## src/rtl/dmem_pkg.sv

```systemverilog
// Shared defaults for the MEM-stage data memory: geometry and the word loaded on reset.
// Optional feature macro used by data_memory: DMEM_BYPASS_EN (write-first read forwarding).
package dmem_pkg;

    localparam int DMEM_DATA_W = 8;
    localparam int DMEM_ADDR_W = 8;
    localparam int DMEM_DEPTH  = 256;

    localparam logic [DMEM_DATA_W-1:0] DMEM_RESET_WORD = '0;

    // Index width for a DEPTH-entry array; never narrower than one bit.
    function automatic int dmem_idx_w(input int depth);
        return (depth > 1) ? $clog2(depth) : 1;
    endfunction

endpackage

```

## src/rtl/dmem_array.sv

```systemverilog
// Raw DEPTH x DATA_W register array: synchronous clear, one write port, async read port.
// Write/clear take effect at the clock edge; read is zero-latency; always ready, no backpressure.
module dmem_array
    import dmem_pkg::*;
#(
    parameter int DATA_W = DMEM_DATA_W,
    parameter int DEPTH  = DMEM_DEPTH,
    parameter int IDX_W  = dmem_idx_w(DMEM_DEPTH)
) (
    input  logic              clk_i,
    input  logic              rst_i,
    input  logic              we_i,
    input  logic [IDX_W-1:0]  addr_i,
    input  logic [DATA_W-1:0] wdata_i,
    output logic [DATA_W-1:0] rdata_o
);

    logic [DATA_W-1:0] mem_q [DEPTH];

    // Clear beats write: a write presented in the reset cycle is dropped.
    always_ff @(posedge clk_i) begin
        if (rst_i) begin
            for (int i = 0; i < DEPTH; i++) begin
                mem_q[i] <= DATA_W'(DMEM_RESET_WORD);
            end
        end else if (we_i) begin
            mem_q[addr_i] <= wdata_i;
        end
    end

    assign rdata_o = mem_q[addr_i];

endmodule

```

## src/rtl/data_memory.sv

```systemverilog
// MEM-stage data memory: range-checked async read, edge-triggered write, sync active-high clear.
// Read latency 0, write visible after the edge; always ready. DMEM_BYPASS_EN forwards WriteData.
module data_memory
    import dmem_pkg::*;
#(
    parameter int DATA_W = DMEM_DATA_W,
    parameter int ADDR_W = DMEM_ADDR_W,
    parameter int DEPTH  = DMEM_DEPTH
) (
    input  logic              CLK,
    input  logic              Reset,
    input  logic              MemWrite,
    input  logic [ADDR_W-1:0] ALUResult,
    input  logic [DATA_W-1:0] WriteData,
    output logic [DATA_W-1:0] ReadData
);

    localparam int IDX_W = dmem_idx_w(DEPTH);
    localparam logic [ADDR_W:0] DEPTH_L = (ADDR_W + 1)'(DEPTH);

    logic              in_range;
    logic              arr_we;
    logic [IDX_W-1:0]  arr_idx;
    logic [DATA_W-1:0] arr_rdata;

    // Out-of-range addresses must never alias onto a low index, so the
    // enable is gated here rather than relying on index truncation.
    assign in_range = ({1'b0, ALUResult} < DEPTH_L);
    assign arr_we   = MemWrite && in_range;
    assign arr_idx  = ALUResult[IDX_W-1:0];

    dmem_array #(
        .DATA_W (DATA_W),
        .DEPTH  (DEPTH),
        .IDX_W  (IDX_W)
    ) u_array (
        .clk_i   (CLK),
        .rst_i   (Reset),
        .we_i    (arr_we),
        .addr_i  (arr_idx),
        .wdata_i (WriteData),
        .rdata_o (arr_rdata)
    );

`ifdef DMEM_BYPASS_EN
    assign ReadData = !in_range ? '0 : (MemWrite ? WriteData : arr_rdata);
`else
    assign ReadData = in_range ? arr_rdata : '0;
`endif

    a_memwrite_known : assert property (@(posedge CLK) disable iff (Reset)
        !$isunknown(MemWrite));

endmodule

```

## config.mk

```make
export PLATFORM = sky130hd
export DESIGN_NAME = data_memory
export DESIGN_NICKNAME = d
export VERILOG_FILES = /design/src/rtl/dmem_pkg.sv /design/src/rtl/dmem_array.sv /design/src/rtl/data_memory.sv
export SDC_FILE = /design/constraint.sdc
export NUM_CORES = 2
export LEC_CHECK = 0
export CORE_MARGIN = 2
export CORE_UTILIZATION = 64
export DETAILED_ROUTE_END_ITERATION = 16
export PLACE_DENSITY_LB_ADDON = 0.25
export REMOVE_ABC_BUFFERS = 1
export SLEW_MARGIN = 10
export SYNTH_ARGS = -nofsm -noshare
export SYNTH_HDL_FRONTEND = slang
export SYNTH_SLANG_ARGS = --single-unit
```

## constraint.sdc

```tcl
create_clock -name CLK -period 3.45 [get_ports CLK]
set_clock_uncertainty 0.2 [all_clocks]
set_input_delay 0.345 -clock CLK [delete_from_list [all_inputs] [get_ports CLK]]
set_output_delay 0.345 -clock CLK [all_outputs]
set_load 0.03 [all_outputs]
```

==> results by group <==
Route
  – Antenna violation net count after detailed routing: 0
  – Routed length per instance: 31.08 um
  – Number of iterations in the first detailed-routing pass: 8
  – Starting DRC count in detailed routing: 9214
  – Total via count after detailed routing: 58830
  – Final routed DRC violation total: 0
  – Routed via count divided by cell count: 7.206
  – Sum of routed wire length over all layers: 253800 um

CTS
  – CTS clock-pin slew for the worst setup and hold paths: 0.06 ns
  – Root Driver: sky130_fd_sc_hd__clkbuf_16
  – Clock tree buffer depth: 3
  – TritonCTS Sinks: 2048
  – Cts bufs inserted: 199
  – TritonCTS clock tree: done
  – H-tree levels: 4

Global routing
  – Overflow left after global routing: 0
  – Initial antenna violation count: 5
  – Largest net degree at the start of global routing: 136
  – All-layer global routing usage: 33.55%
  – Vias in the first global route: 57843
  – Global-route wire length before repair: 377300 um

Logic synthesis
  – Share of synthesized area occupied by flip-flops and latches: 64.98%
  – Post-synthesis area per instance: 15.11 sq um
  – Yosys warning count: 0
  – Cell area after technology mapping: 94650 sq um
  – Library cells used by synthesis: 25
  – Number of cells produced by synthesis: 6263
  – Total of flip-flops plus latches after synthesis: 2048

Placed design
  – Routability cong.: 0.8756
  – DP Wirelength: 154100 um
  – Cell area after placement: 99060 sq um
  – Placed Instances: 7795
  – Number of input and output port buffers inserted: 26

Timing
  – Period minus WS final: 3.965 ns
  – Number of slew-limit violations in the final report: 0
  – Hold Violations, Final: 0
  – Worst slew margin relative to its limit: 16.62%
  – Worst-case setup margin in the final layout: -0.5151 ns
  – RSZ-0062 raised after global routing: yes
  – Period utilization: 114.9%
  – Final count of negative-setup-slack endpoints: 8
  – Highest Clock Rate: 0.2522 GHz
  – Measured slew at the worst slew-check pin: 1.251 ns

Worst setup path
  – Category of the worst setup path launch point: flop
  – Standard cell with the maximum stage delay on the critical path: sky130_fd_sc_hd__o41ai_4
  – Most common cell on crit path: sky130_fd_sc_hd__buf_4
  – Critical-path maximum fanout: 1
  – Largest stage delay on the critical path: 0.54 ns
  – Worst setup path category: flop to output pin
  – Arrival @ worst endpoint: 3.42 ns
  – Worst endpoint required time: 2.90 ns
  – Cell chain of the critical path: mux4_2 > a22oi_2 > buf_4 > a21oi_4 > o41ai_4 > buf_4 > nand4_1 > buf_6
  – Setup crit end kind: output pin

Floorplanning
  – CORE AREA: 147300 sq um
  – Area of the die: 151000 sq um
  – Boundary Pins: 27
  – Die Y: 388.6 um
  – Cell row count: 141
  – Starting density of the core: 64.25%
  – Chip width: 388.6 um

Final layout
  – End-of-flow core utilization: 72.16%
  – Number of nets at the end of the flow: 6094
  – Max FFs per register: 2048
  – Fraction of final layout cells sized beyond drive strength 1: 23.53%
  – Layout Cells excl Fill: 8164
  – Largest registers: u_array.mem_q: 2048 flops
  – Largest register by flop count: u_array.mem_q
  – Layout Cell Area excl Fill: 106300 sq um
  – Commonest cells after routing, fill and taps aside: 2048 x sky130_fd_sc_hd__edfxtp_1, 1816 x sky130_fd_sc_hd__and3_1, 512 x sky130_fd_sc_hd__mux4_2
  – Area growth from synthesis to final layout: 12.31%
  – Most frequent standard cell in the layout excluding fill and tap cells: sky130_fd_sc_hd__edfxtp_1
  – Diode count: 0

Outcome
  – Outcome: complete, but fails checks
  – Failing checks: negative setup slack

Min path
  – Hold Path Class: input pin to flop

Run
  – Maximum capacitance violations: 0

Power
  – Leakage: 43.09 nW
  – Worst vdd rail ir drop: 0.6023 mV
  – Power per standard cell area: 512.8 nW/um^2
## what timing repair did
item / CTS / global route
hold endpoints to repair: 103 / 0
gates resized for setup: 110 / 62
endpoints found under the setup margin: 8 / 8
hold buffers: 2 / 0
setup buffers: 0 / 7
cloned: 0 / 1
pin swaps: 44 / 27
## path summary, 6_finish.rpt
path | from | endpoint | depth (start not counted)
max | u_array.mem_q[105][4] | ReadData[4] | 8
min | WriteData[4] | u_array.mem_q[190][4] | 2
## metrics by stage
| step | setup TNS (ns) | setup WS, ns | hold slack, ns | power (mW) |
|---|---|---|---|---|
| floorplan | -8354.76 | -5.345 | 0.3432 | 31.29 |
| global placement | -9.806 | -1.302 | 0.8166 | 33.58 |
| detailed placement | -10.41 | -1.183 | 0.8221 | 33.73 |
| CTS | -3.401 | -0.5621 | 0.02122 | 54.36 |
| global route | -3.580 | -0.5409 | 0.07390 | 55.67 |
| finish | -3.350 | -0.5151 | 0.05974 | 54.50 |
## worst max-delay path, delay by kind of cell, from the launching register on
family / cells / cell delay (ns)
buffers and inverters: 3 / 0.64
AO/OA/AOI/OAI: 3 / 0.78
AND/OR/NAND/NOR: 1 / 0.25
multiplexers: 1 / 0.51
flip-flops: 1 / 0.39
## where the power goes
part	switching, mW	total (mW)	internal, mW
clock network	9.34	21.0	11.7
registers	0.403	29.0	28.6
logic	2.75	4.53	1.79
total	12.5	54.5	42.0
## synthesized netlist by cell type
| library cell | n | area (sq um) |
|---|---|---|
| sky130_fd_sc_hd__a21o_1 | 227 | 1704 |
| sky130_fd_sc_hd__buf_6 | 14 | 157.7 |
| sky130_fd_sc_hd__edfxtp_1 | 2048 | 61500 |
| sky130_fd_sc_hd__a22oi_1 | 256 | 1922 |
| sky130_fd_sc_hd__buf_2 | 76 | 380.4 |
| sky130_fd_sc_hd__buf_4 | 8 | 60.06 |
| sky130_fd_sc_hd__and2_1 | 234 | 1464 |
| sky130_fd_sc_hd__and3_1 | 1818 | 11370 |
| sky130_fd_sc_hd__o41ai_1 | 32 | 280.3 |
| sky130_fd_sc_hd__a21oi_1 | 128 | 640.6 |
| sky130_fd_sc_hd__nand2_1 | 12 | 45.04 |
| sky130_fd_sc_hd__nand4_1 | 8 | 50.05 |
| sky130_fd_sc_hd__mux4_2 | 512 | 11530 |
| sky130_fd_sc_hd__nor3_2 | 5 | 50.05 |
| sky130_fd_sc_hd__nor2b_1 | 8 | 50.05 |
| sky130_fd_sc_hd__nor2_1 | 32 | 120.1 |
| sky130_fd_sc_hd__nand3_1 | 1 | 5.000 |
| sky130_fd_sc_hd__nor4_1 | 1 | 6.260 |
| sky130_fd_sc_hd__nor3_1 | 17 | 85.08 |
| sky130_fd_sc_hd__buf_1 | 25 | 93.84 |
| sky130_fd_sc_hd__nor2_2 | 6 | 37.54 |
| sky130_fd_sc_hd__nand3_2 | 1 | 10.01 |
| sky130_fd_sc_hd__clkbuf_1 | 754 | 2830 |
| sky130_fd_sc_hd__nand2b_1 | 9 | 56.30 |
| sky130_fd_sc_hd__or2_2 | 31 | 193.9 |
## per-layer routing
metal	global-route usage, %	wire [um]	up-vias
li1	-	-	24302
met1	48.23	92240	29733
met2	52.43	121800	4241
met3	6.319	31370	552
met4	11.52	8361	2
met5	0	13	-
## cells by family after synthesis
family	count (synthesis)	share of synthesized area [%]
and+or+nand+nor	2183	14.31
DFF	2048	64.98
buffers and inverters	877	3.721
AOI/OAI and AO/OA	643	4.804
muxes	512	12.18
## layout make-up
type	instances	area (sq um)
Multi-Input combinational cell	3338	30740
Clock buffer	240	5283
Fill cell	8589	41010
Sequential cell	2048	61500
Clock inverter	120	884.6
Tap cell	1930	2415
Timing Repair Buffer	488	5475
No activity file was read; power rests on OpenSTA's default activity.
